[config.mk]
export PLATFORM = sky130hd
export DESIGN_NAME = oam_dma
export DESIGN_NICKNAME = d
export VERILOG_FILES = /design/src/rtl/svnes_pkg.sv /design/src/rtl/oam_dma_bus_mux.sv /design/src/rtl/oam_dma.sv
export SDC_FILE = /design/constraint.sdc
export NUM_CORES = 1
export LEC_CHECK = 0
export ABC_AREA = 1
export CAP_MARGIN = 20
export CORE_MARGIN = 10
export CORE_UTILIZATION = 46
export CTS_CLUSTER_DIAMETER = 100
export DETAILED_ROUTE_END_ITERATION = 8
export PLACE_DENSITY = 0.81
export SLEW_MARGIN = 40
export SYNTH_ARGS = -nofsm -noshare
export SYNTH_HDL_FRONTEND = slang
export SYNTH_HIERARCHICAL = 1
export SYNTH_SLANG_ARGS = --single-unit
[constraint.sdc]
create_clock -name clk -period 2.04 [get_ports clk]
set_clock_uncertainty 0.15 [all_clocks]
set_input_delay 0.204 -clock clk [delete_from_list [all_inputs] [get_ports clk]]
set_output_delay 0.204 -clock clk [all_outputs]
set_load 0.005 [all_outputs]
[src/rtl/svnes_pkg.sv]
`default_nettype none
// ============================================================================
//  Module   : svnes_pkg
//  Purpose  : Shared types and constants for the CPU-side bus blocks.
//             Holds the sprite-DMA state encoding, the bus-source select
//             encoding and the fixed register addresses.
//  Ports    : none (package)
//  Revision : 1.0  initial release
// ============================================================================
package svnes_pkg;

   // Sprite DMA controller states
   typedef enum logic [2:0] {
      ST_IDLE  = 3'd0,
      ST_HALT  = 3'd1,
      ST_ALIGN = 3'd2,
      ST_READ  = 3'd3,
      ST_WRITE = 3'd4
   } dma_state_t;

   // Which master drives the system bus this cycle
   typedef enum logic [1:0] {
      SEL_CPU   = 2'd0,   // straight pass-through
      SEL_DUMMY = 2'd1,   // CPU address/data, direction forced to read
      SEL_DMA   = 2'd2    // DMA engine owns the bus
   } bus_sel_t;

   localparam logic [15:0] OAMDMA_ADDR  = 16'h4014;
   localparam logic [15:0] OAMDATA_ADDR = 16'h2004;

endpackage
`default_nettype wire

[src/rtl/oam_dma_bus_mux.sv]
`default_nettype none
// ============================================================================
//  Module   : bus_mux
//  Purpose  : Three-way select of system bus address / write data / direction
//             among the CPU, a CPU-addressed dummy read, and the DMA engine.
//  Ports    : i_sel                  bus source select (bus_sel_t encoding)
//             i_cpu_addr/wdata/rw    CPU side of the bus
//             i_dma_addr/wdata/rw    DMA engine side of the bus
//             o_addr/o_wdata/o_rw    system bus outputs
//  Revision : 1.0  initial release
// ============================================================================
module bus_mux
   import svnes_pkg::*;
(
   input  logic [1:0]  i_sel,
   input  logic [15:0] i_cpu_addr,
   input  logic [7:0]  i_cpu_wdata,
   input  logic        i_cpu_rw,
   input  logic [15:0] i_dma_addr,
   input  logic [7:0]  i_dma_wdata,
   input  logic        i_dma_rw,
   output logic [15:0] o_addr,
   output logic [7:0]  o_wdata,
   output logic        o_rw
);

   always_comb begin
      o_addr  = i_cpu_addr;
      o_wdata = i_cpu_wdata;
      o_rw    = i_cpu_rw;
      case (bus_sel_t'(i_sel))
         // A halted CPU keeps presenting its address; the cycle is turned
         // into a harmless read so a pending CPU write is never committed.
         SEL_DUMMY: o_rw = 1'b1;
         SEL_DMA: begin
            o_addr  = i_dma_addr;
            o_wdata = i_dma_wdata;
            o_rw    = i_dma_rw;
         end
         default: ;
      endcase
   end

endmodule
`default_nettype wire

[src/rtl/oam_dma.sv]
`default_nettype none
// ============================================================================
//  Module   : oam_dma
//  Purpose  : Sprite DMA controller and bus owner between the CPU core and
//             the system bus. A CPU write to TRIG_ADDR halts the CPU and
//             copies the 256-byte page $PP00-$PPFF to DST_ADDR using
//             alternating read/write cycles. When idle the CPU bus passes
//             straight through.
//  Ports    : clk         CPU-rate clock
//             reset       synchronous, active-high
//             cpu_addr    CPU address
//             cpu_wdata   CPU write data
//             cpu_rw      CPU direction (1 = read)
//             rdy         1 = CPU may advance, 0 = CPU stalled
//             bus_addr    system bus address
//             bus_wdata   system bus write data
//             bus_rw      system bus direction (1 = read)
//             bus_rdata   system bus read data
//             dma_active  high whenever a transfer is in progress
//  Revision : 1.0  initial release
// ============================================================================
module oam_dma
   import svnes_pkg::*;
#(
   parameter logic [15:0] TRIG_ADDR = OAMDMA_ADDR,
   parameter logic [15:0] DST_ADDR  = OAMDATA_ADDR,
   parameter int          LEN       = 256
)(
   input  logic        clk,
   input  logic        reset,
   input  logic [15:0] cpu_addr,
   input  logic [7:0]  cpu_wdata,
   input  logic        cpu_rw,
   output logic        rdy,
   output logic [15:0] bus_addr,
   output logic [7:0]  bus_wdata,
   output logic        bus_rw,
   input  logic [7:0]  bus_rdata,
   output logic        dma_active
);

   // Index of the final byte; the counter is 8 bits so LEN must be 256.
   localparam logic [7:0] c_LAST_IDX = 8'(LEN - 1);

   dma_state_t  r_state;
   dma_state_t  w_state_nxt;
   logic        r_phase;      // 0 = get cycle, 1 = put cycle
   logic [7:0]  r_cnt;
   logic [7:0]  w_cnt_nxt;
   logic [7:0]  r_page;
   logic [7:0]  w_page_nxt;
   logic [7:0]  r_buf;
   logic [7:0]  w_buf_nxt;

   logic        w_trig;
   logic [1:0]  w_sel;
   logic [15:0] w_dma_addr;
   logic [7:0]  w_dma_wdata;
   logic        w_dma_rw;

   assign w_trig = !cpu_rw && (cpu_addr == TRIG_ADDR);

   // ------------------------------------------------------------------------
   // State and datapath registers
   // ------------------------------------------------------------------------
   always_ff @(posedge clk) begin
      if (reset) begin
         r_state <= ST_IDLE;
         r_phase <= 1'b0;
         r_cnt   <= 8'h00;
         r_page  <= 8'h00;
         r_buf   <= 8'h00;
      end else begin
         r_state <= w_state_nxt;
         r_phase <= ~r_phase;
         r_cnt   <= w_cnt_nxt;
         r_page  <= w_page_nxt;
         r_buf   <= w_buf_nxt;
      end
   end

   // ------------------------------------------------------------------------
   // Next-state, datapath update and bus ownership
   // ------------------------------------------------------------------------
   always_comb begin
      w_state_nxt = r_state;
      w_cnt_nxt   = r_cnt;
      w_page_nxt  = r_page;
      w_buf_nxt   = r_buf;
      w_sel       = SEL_CPU;
      w_dma_addr  = {r_page, r_cnt};
      w_dma_wdata = r_buf;
      w_dma_rw    = 1'b1;

      case (r_state)
         ST_IDLE: begin
            if (w_trig) begin
               w_page_nxt  = cpu_wdata;
               w_cnt_nxt   = 8'h00;
               w_state_nxt = ST_HALT;
            end
         end

         ST_HALT: begin
            w_sel = SEL_DUMMY;
            // The phase flips at the coming edge, so a put cycle now means
            // the next cycle is a get cycle and READ can start immediately.
            w_state_nxt = r_phase ? ST_READ : ST_ALIGN;
         end

         ST_ALIGN: begin
            w_sel       = SEL_DUMMY;
            w_state_nxt = ST_READ;
         end

         ST_READ: begin
            w_sel       = SEL_DMA;
            w_dma_addr  = {r_page, r_cnt};
            w_dma_rw    = 1'b1;
            w_buf_nxt   = bus_rdata;
            w_state_nxt = ST_WRITE;
         end

         ST_WRITE: begin
            w_sel       = SEL_DMA;
            w_dma_addr  = DST_ADDR;
            w_dma_rw    = 1'b0;
            w_dma_wdata = r_buf;
            // Wraps back to zero only on the final byte, so the source
            // address never leaves the page.
            w_cnt_nxt   = r_cnt + 8'd1;
            w_state_nxt = (r_cnt == c_LAST_IDX) ? ST_IDLE : ST_READ;
         end

         default: w_state_nxt = ST_IDLE;
      endcase
   end

   assign rdy        = (r_state == ST_IDLE);
   assign dma_active = (r_state != ST_IDLE);

   bus_mux u_bus_mux (
      .i_sel       (w_sel),
      .i_cpu_addr  (cpu_addr),
      .i_cpu_wdata (cpu_wdata),
      .i_cpu_rw    (cpu_rw),
      .i_dma_addr  (w_dma_addr),
      .i_dma_wdata (w_dma_wdata),
      .i_dma_rw    (w_dma_rw),
      .o_addr      (bus_addr),
      .o_wdata     (bus_wdata),
      .o_rw        (bus_rw)
   );

endmodule
`default_nettype wire
==> results.toml, run 1 <==
[timing]
tightest_slew_ps = 325
slew_headroom = 0.783
finalSetupViolCount = 25
fmax_mhz = 467
min_period_ps = 2140
hold_viol = 0
rsz0062_at_grt = "yes"
worst_slack_ps = -101
slew_violations = 0
period_share = 1.05

[worst_setup_path]
worstSetupStartpointType = "register"
crit_arrival_ps = 1790
endpoint_kind = "output pin"
cp_max_fo = 4
r2r_cells = 9
required_ps = 1690
path_class = "register to output pin"

[outcome]
violations = "negative setup slack"
outcome = "finished with violations"

[grt]
grt_max_degree = 24
grt-ovfl-total = 0
grt_pass1_vias = 2185
antenna_found_initial = 0
grt_pass1_wl_mm = 10.2
track_usage = 0.171

[synthesis]
yosys_warnings = 6
syn-instance-count = 298
syn_area_per_cell_um2 = 6.13
synth_fp_nets = 336
yosysSeqAreaShare = 0.307
syn_area_um2 = 1830
synthDistinctLibCells = 31
synth-seq-cells = 28

[detailed_routing]
finalWirelength_mm = 6.38
postRouteAntennaNets = 0
wl_per_cell_um = 14.8
viasPerCell = 5.05
detail_route.iter0.violations = 138
drcViolationCount = 0
vias = 2170
drt_pass1_iterations = 4

[floorplan]
dieArea_um2 = 6890
row_count = 22
initial_utilization = 0.488
die_h_um = 83.0
core_area_um2 = 3740
dieWidth_um = 83.0
pin_count = 62

[pwr]
seqPwrFrac = 0.439
comb_power_share = 0.297
p_sw_mw = 0.359
power_frac_clock = 0.264
p_int_mw = 0.941
power_density_nw_per_um2 = 451
max-vdd-ir-drop_uv = 318
p_sw_frac = 0.276
p_leak_nw = 1.58

[min_path]
whs_path_depth = 1
hold_path.class = "register to register"

[clock_network]
insertion_delay_ps = 270
cts_max_level = 1
clock_path_buffers = 2
clkTransAtPathRegs_ps = 90
cts_tree = "done"
cts_num_sinks = 28
root_buffer = "clkbuf_8"
hold_buffers = 0
cts_made_buffers = 3

[place]
place_area_um2 = 2540
portBuffers = 61
gp_congestion = 0.844
dp_hpwl_mm = 4.11
dp.cells = 411

[final_layout]
diodes = 0
area_delta_synth_final_pct = 57.8
ff_latch_area_um2 = 572
fillers = 283
final_cells = 430
final_core_util = 0.770
design_area_um2 = 2880
num-nets-final = 421
multi_input_area_um2 = 1160
drive_above_1_share = 0.285

[job]
maxCapViolations = 0
## logic make-up after synthesis
family                   Yosys count  share of synthesized area
AND/OR/NAND/NOR                  158                      0.368
buffers and inverters             63                      0.150
AO/OA/AOI/OAI                     45                      0.150
flip-flops                        28                      0.307
adder cells (fa/ha/maj)            3                     0.0206
XOR/XNOR                           1                    0.00480
## Yosys cell counts, drive strengths merged
cell type	number	area (um2)
a21oi	5	28.8
and2	1	6.26
and3	1	6.26
buf	8	57.6
clkbuf	2	17.5
clkinv	1	3.75
dfxtp	28	561
ha	3	37.5
inv	52	195
nand2	66	248
nand3	11	55.1
nand3b	1	7.51
nand4	3	25.0
nor2	73	313
nor3	1	5.00
o211ai	2	15.0
o21ai	37	223
o31ai	1	7.51
or2	1	6.26
xor2	1	8.76
## area by class of cell
type                       instances  area share
sequential                        28       0.198
tap                               48      0.0208
multi-input combinational        207       0.403
timing repair buffer              90       0.286
inverter                          53      0.0720
clock buffer                       4      0.0191
## layout by cell type (no fill, tap or decap), drive strengths merged, types with 2 or more instances in the layout
cell / n
nand2: 66
o21ai: 37
nor2: 73
ha: 3
nand4: 3
nand3: 11
clkdlybuf4s50: 36
clkbuf: 4
dfxtp: 28
inv: 52
buf: 54
o211ai: 2
a21oi: 5
## timing repair
item                                    CTS  global route
resized for setup                       138            36
endpoints found under the setup margin   25            27
pin swaps                                13             4
setup buffers                             9             3
cloned                                    3             0
## critical path: stages, from the launching register on
cell and delay [ps]:
dfxtp_4 380, nor2_4 140, inv_4 60, nor2_8 100, inv_4 50, nand2_4 80
ha_4 160, buf_12 130, buf_4 110, nand2_1 60, a21oi_2 120, buf_2 130
## worst paths after layout
check | slack [ps] | from | endpoint
worst max register to register | 170 | r_state[1] | r_page[5]
worst max-delay path | -100 | r_state[1] | bus_rw
worst min register to register | 300 | r_phase | r_phase
worst min-delay path | 300 | r_phase | r_phase
## through the flow
stage	hold WS, ps	power (mW)	TNS [ps]	worst slack (ps)
after floorplan	121	0.699	0	155
after global placement	252	0.911	-2370	-185
after detailed placement	278	0.915	-3070	-179
after CTS	300	1.26	-323	-48.3
after global routing	326	1.36	-3590	-178
final	300	1.30	-1590	-101
## power by group through the flow
stage	combinational (mW)	sequential, mW	clock [mW]
3_5_place_dp	0.340	0.576	0
4_1_cts	0.343	0.566	0.354
6_report	0.386	0.570	0.343
2_1_floorplan	0.125	0.574	0
3_3_place_gp	0.336	0.575	0
5_1_grt	0.415	0.572	0.369
## flip-flops by register name, indices dropped and copies added (netlist names)
register / count
r_phase: 1
r_cnt: 8
r_state: 3
r_page: 8
r_buf: 8
## layer usage
| metal | wire length [um] | track usage | vias to the layer above |
|---|---|---|---|
| met1 | 2740 | 0.206 | 980 |
| met4 | 157 | 0.0585 | 0 |
| met3 | 415 | 0.0371 | 14 |
| li1 | - | - | 1081 |
| met2 | 3070 | 0.291 | 95 |
| met5 | 0 | 0 | - |
(Power assumes the default switching activity.)
==> run 2, diff against run 1 <==
CORE_UTILIZATION = 47   (was 46)
CTS_BUF_LIST = sky130_fd_sc_hd__clkbuf_8   (was unset)
PLACE_DENSITY = 0.82   (was 0.81)
==> run 2 against run 1 <==
Compared with the run above:
- the run still ends with negative setup slack left
- combinational power is essentially flat
- sequential share of layout area shrank 0.52 points
- fmax shrank 3.7%
- critical path depth grew 1
- final area grew 2.3%
- largest power group unchanged
==> results.toml, run 2 (synthesized netlist as in run 1, its figures left out) <==
[outcome]
outcome = "finished with violations"
violations = "negative setup slack"

[detailed_routing]
detail_route.iter0.violations = 259
drt_pass1_iterations = 5
drcViolationCount = 0
viasPerCell = 5.34
wl_per_cell_um = 16.2
postRouteAntennaNets = 0
finalWirelength_mm = 7.02
vias = 2313

[clock_network]
cts_max_level = 1
insertion_delay_ps = 290
cts_num_sinks = 28
clock_path_buffers = 2
clkTransAtPathRegs_ps = 90
cts_tree = "done"
hold_buffers = 0
cts_made_buffers = 3
root_buffer = "clkbuf_8"

[pwr]
p_sw_frac = 0.289
max-vdd-ir-drop_uv = 369
power_frac_clock = 0.273
seqPwrFrac = 0.433
p_sw_mw = 0.382
power_density_nw_per_um2 = 448
p_leak_nw = 1.55
p_int_mw = 0.939
comb_power_share = 0.294
p_total_mw = 1.32

[worst_setup_path]
endpoint_kind = "output pin"
crit_buf_inv = 6
r2r_end = "r_page[6]"
required_ps = 1690
r2r_start = "r_state[1]"
cp_max_fo = 7
cpPeakStageDelay_ps = 370
worstSetupEndpoint = "bus_wdata[2]"
crit_arrival_ps = 1870
crit_chain = "nor2_4, inv_4, nor2_8, inv_4, nand2_4, ha_4, buf_6, buf_12, buf_12, nand2_2, o21ai_1, buf_2"
crit_family = "buffers and inverters"
r2r_cells = 9
crit_start = "r_state[1]"
ff2ff_setup_slack_ps = 210
worstSetupStartpointType = "register"
path_class = "register to output pin"
slowest_stage = "dfxtp_4"
path_depth = 12

[timing]
fmax_mhz = 450
tns_ps = -3290
hold_viol = 0
finalSetupViolCount = 26
slew_headroom = 0.801
worst_slack_ps = -184
slew_violations = 0
min_period_ps = 2220
period_share = 1.09
rsz0062_at_grt = "yes"
tightest_slew_ps = 297

[final_layout]
drive_above_1_share = 0.312
layout_common_cells = "nor2_1 (66), inv_1 (48), nand2_1 (46)"
design_area_um2 = 2950
area_delta_synth_final_pct = 61.4
final_core_util = 0.793
diodes = 0
reg_top3 = "r_buf x8, r_cnt x8, r_page x8"
num-nets-final = 424
final_common_cell = "nor2_1"

[place]
gp_congestion = 0.815
portBuffers = 61
place_area_um2 = 2550
place_ws_ps = -144
dp_hpwl_mm = 3.97

[min_path]
hp-start = "r_phase"
hold_path.class = "register to register"

[grt]
antenna_found_initial = 0
grt-ovfl-total = 0
grt_max_degree = 24
grt_pass1_wl_mm = 10.4
track_usage = 0.193
grt_pass1_vias = 2174

[floorplan]
die_h_um = 82.3
row_count = 22
dieWidth_um = 82.3
core_area_um2 = 3720
pin_count = 62
dieArea_um2 = 6780
initial_utilization = 0.492

[job]
maxCapViolations = 0
[run 2: per-layer routing]
| metal | track usage | share of wire |
|---|---|---|
| met2 | 0.332 | 0.47 |
| met3 | 0.0562 | 0.10 |
| met5 | 0 | 0 |
| met1 | 0.220 | 0.40 |
| met4 | 0.0765 | 0.028 |
[run 2: power by group through the flow]
stage	Combinational, mW	Sequential (mW)	Clock (mW)
floorplan	0.125	0.574	0
global placement	0.336	0.575	0
detailed placement	0.340	0.575	0
CTS	0.354	0.567	0.355
global route	0.417	0.573	0.382
finish	0.389	0.572	0.360
[run 2: how the worst min path moves through the flow]
stage | to | slack [ps] | depth (start not counted)
after floorplan | r_phase | 120 | 1
after global placement | r_phase | 250 | 1
after detailed placement | r_phase | 260 | 1
after CTS | r_phase | 280 | 1
after global routing | r_phase | 300 | 1
final | r_phase | 280 | 1
[run 2: layout make-up]
| type | instances | area [um2] |
|---|---|---|
| fillers | 260 | 768 |
| clock buffers | 4 | 55.1 |
| multi-input cells | 207 | 1160 |
| flip-flops and latches | 28 | 569 |
| repair buffers | 93 | 898 |
| inverters | 53 | 206 |
| well taps | 48 | 60.1 |
[run 2: metrics by stage]
stage / cells / hold slack, ps
floorplan: 298 / 121
global placement: 410 / 251
detailed placement: 410 / 262
CTS: 429 / 275
global route: 433 / 298
finish: 433 / 280
[run 2: repair_timing]
item | 4_1_cts | 5_1_grt
gates resized for setup | 154 | 28
endpoints found under the setup margin | 25 | 26
pin swaps | 10 | 9
gates cloned | 5 | 1
setup buffers | 11 | 4
==> run 3, diff against run 2 <==
clock period = 2.4 ns   (was 2.04 ns; I/O delays follow)
==> run 3 against run 2 <==
Compared with the run above:
- worst hold slack about the same
- routed wire length decreased by 27%
- final area decreased by 13%
- cell count decreased by 5.3%
- first-iteration DRC count decreased by 46%
- critical endpoint is now bus_wdata[1]
- largest power group unchanged
- combinational power decreased by 32%
- the run now ends clean
- critical path depth decreased by 4
- clock-buffer cell count decreased by 1
- clock power increased by 2%
- sequential power decreased by 16%
==> results.toml, run 3 (synthesized netlist as in run 1, its figures left out) <==
[place]
portBuffers = 61
place_ws_ps = 157
dp_hpwl_mm = 4.11
gp_congestion = 0.870
dp.cells = 406

[final_layout]
area_delta_synth_final_pct = 41.1
layout_common_cells = "nor2_1 (67), nand2_1 (65), inv_1 (49)"
diodes = 0
final_core_util = 0.694
final_common_cell = "nor2_1"
num-nets-final = 401
final_cells = 410
drive_above_1_share = 0.108
reg_top3 = "r_buf x8, r_cnt x8, r_page x8"

[clock_network]
clock_path_buffers = 2
hold_buffers = 0
cts_max_level = 1
root_buffer = "clkbuf_8"
cts_tree = "done"
postCtsSetupRepairBufs = 0
cts_made_buffers = 3
insertion_delay_ps = 270
clkTransAtPathRegs_ps = 90
cts_num_sinks = 28

[timing]
slew_headroom = 0.588
rsz0062_at_grt = "no"
min_period_ps = 2210
fmax_mhz = 453
slew_violations = 0
worst_slack_ps = 195
hold_viol = 0
period_share = 0.919
tightest_slew_ps = 617
finalSetupViolCount = 0
tns_ps = 0

[floorplan]
pin_count = 62
die_h_um = 82.3
core_area_um2 = 3720
dieArea_um2 = 6780
dieWidth_um = 82.3
row_count = 22
initial_utilization = 0.492

[worst_setup_path]
r2r_cells = 7
crit_arrival_ps = 1820
cp_max_fo = 28
r2r_start = "r_state[0]"
cpPeakStageDelay_ps = 350
crit_start = "r_state[2]"
path_class = "register to output pin"
crit_chain = "inv_2, nand2_1, nor2_1, inv_1, ha_4, buf_12, o21ai_0, dlygate4sd2_1"
endpoint_kind = "output pin"
worstSetupStartpointType = "register"
required_ps = 2010
ff2ff_setup_slack_ps = 840
slowest_stage = "dfxtp_2"

[detailed_routing]
drt_pass1_iterations = 4
viasPerCell = 4.84
wl_per_cell_um = 12.5
finalWirelength_mm = 5.14
drcViolationCount = 0
vias = 1985
postRouteAntennaNets = 0
detail_route.iter0.violations = 140

[grt]
track_usage = 0.151
grt_max_degree = 29
grt_pass1_vias = 1926
antenna_found_initial = 0
grt_pass1_wl_mm = 8.38
grt-ovfl-total = 0

[outcome]
outcome = "finished, final reports clean"

[job]
maxCapViolations = 0

[pwr]
power_density_nw_per_um2 = 430
p_leak_nw = 1.26
max-vdd-ir-drop_uv = 283

[min_path]
whs_path_depth = 1
hp-start = "r_phase"
hold_path.class = "register to register"
==> run 3: changes by cell type in the layout (fill, tap and decap cells not counted), moves of 3 or more <==
cell,delta
buf_16,-5
buf_2,-25
buf_4,-13
dlygate4sd2_1,+24
inv_4,-3
nand2_1,+19
nand2_2,-10
nand2_4,-9
nor2_4,-3
o21ai_0,+13
o21ai_2,-11
==> run 3: path summary, 6_finish.rpt <==
check                 end
max          bus_wdata[1]
min               r_phase
max reg2reg     r_page[0]
min reg2reg       r_phase
==> run 3: cell type report <==
| class | instances | area [um2] |
|---|---|---|
| Fill cell | 346 | 1140 |
| Timing Repair Buffer | 70 | 676 |
| Inverter | 53 | 200 |
| Clock inverter | 1 | 30.0 |
| Tap cell | 48 | 60.1 |
| Clock buffer | 3 | 41.3 |
| Sequential cell | 28 | 563 |
| Multi-Input combinational cell | 207 | 1010 |
==> run 3: worst max-delay path, delay by kind of cell, from the launching register on <==
| family | cells | cell delay, ps |
|---|---|---|
| DFF | 1 | 350 |
| buffers and inverters | 4 | 620 |
| and+or+nand+nor | 2 | 200 |
| adders and majority gates | 1 | 190 |
| AOI/OAI and AO/OA | 1 | 170 |
==> run 3: metrics by stage <==
| stage | power, mW | hold slack [ps] | instance area, um2 |
|---|---|---|---|
| 3_5_place_dp | 0.772 | 269 | 2520 |
| 4_1_cts | 1.12 | 282 | 2570 |
| 5_1_grt | 1.17 | 314 | 2580 |
| 2_1_floorplan | 0.594 | 157 | 1830 |
| 3_3_place_gp | 0.768 | 251 | 2520 |
| 6_report | 1.11 | 280 | 2580 |
==> run 3: power breakdown <==
group,switching (mW),total [mW],internal [mW]
clock,0.143,0.366,0.223
combinational,0.120,0.264,0.145
sequential,0.00544,0.479,0.473
==> run 3: what timing repair did <==
action,in CTS,in global routing
gates resized for setup,30,1
setup endpoints to repair,25,1
hold endpoints to repair,0,0
==> run 3: per-layer routing <==
metal / share of wire / global-route usage / wire (um)
met1: 0.43 / 0.178 / 2200
met2: 0.46 / 0.250 / 2340
met3: 0.10 / 0.0562 / 520
met4: 0.016 / 0.0459 / 81
met5: 0 / 0 / 0
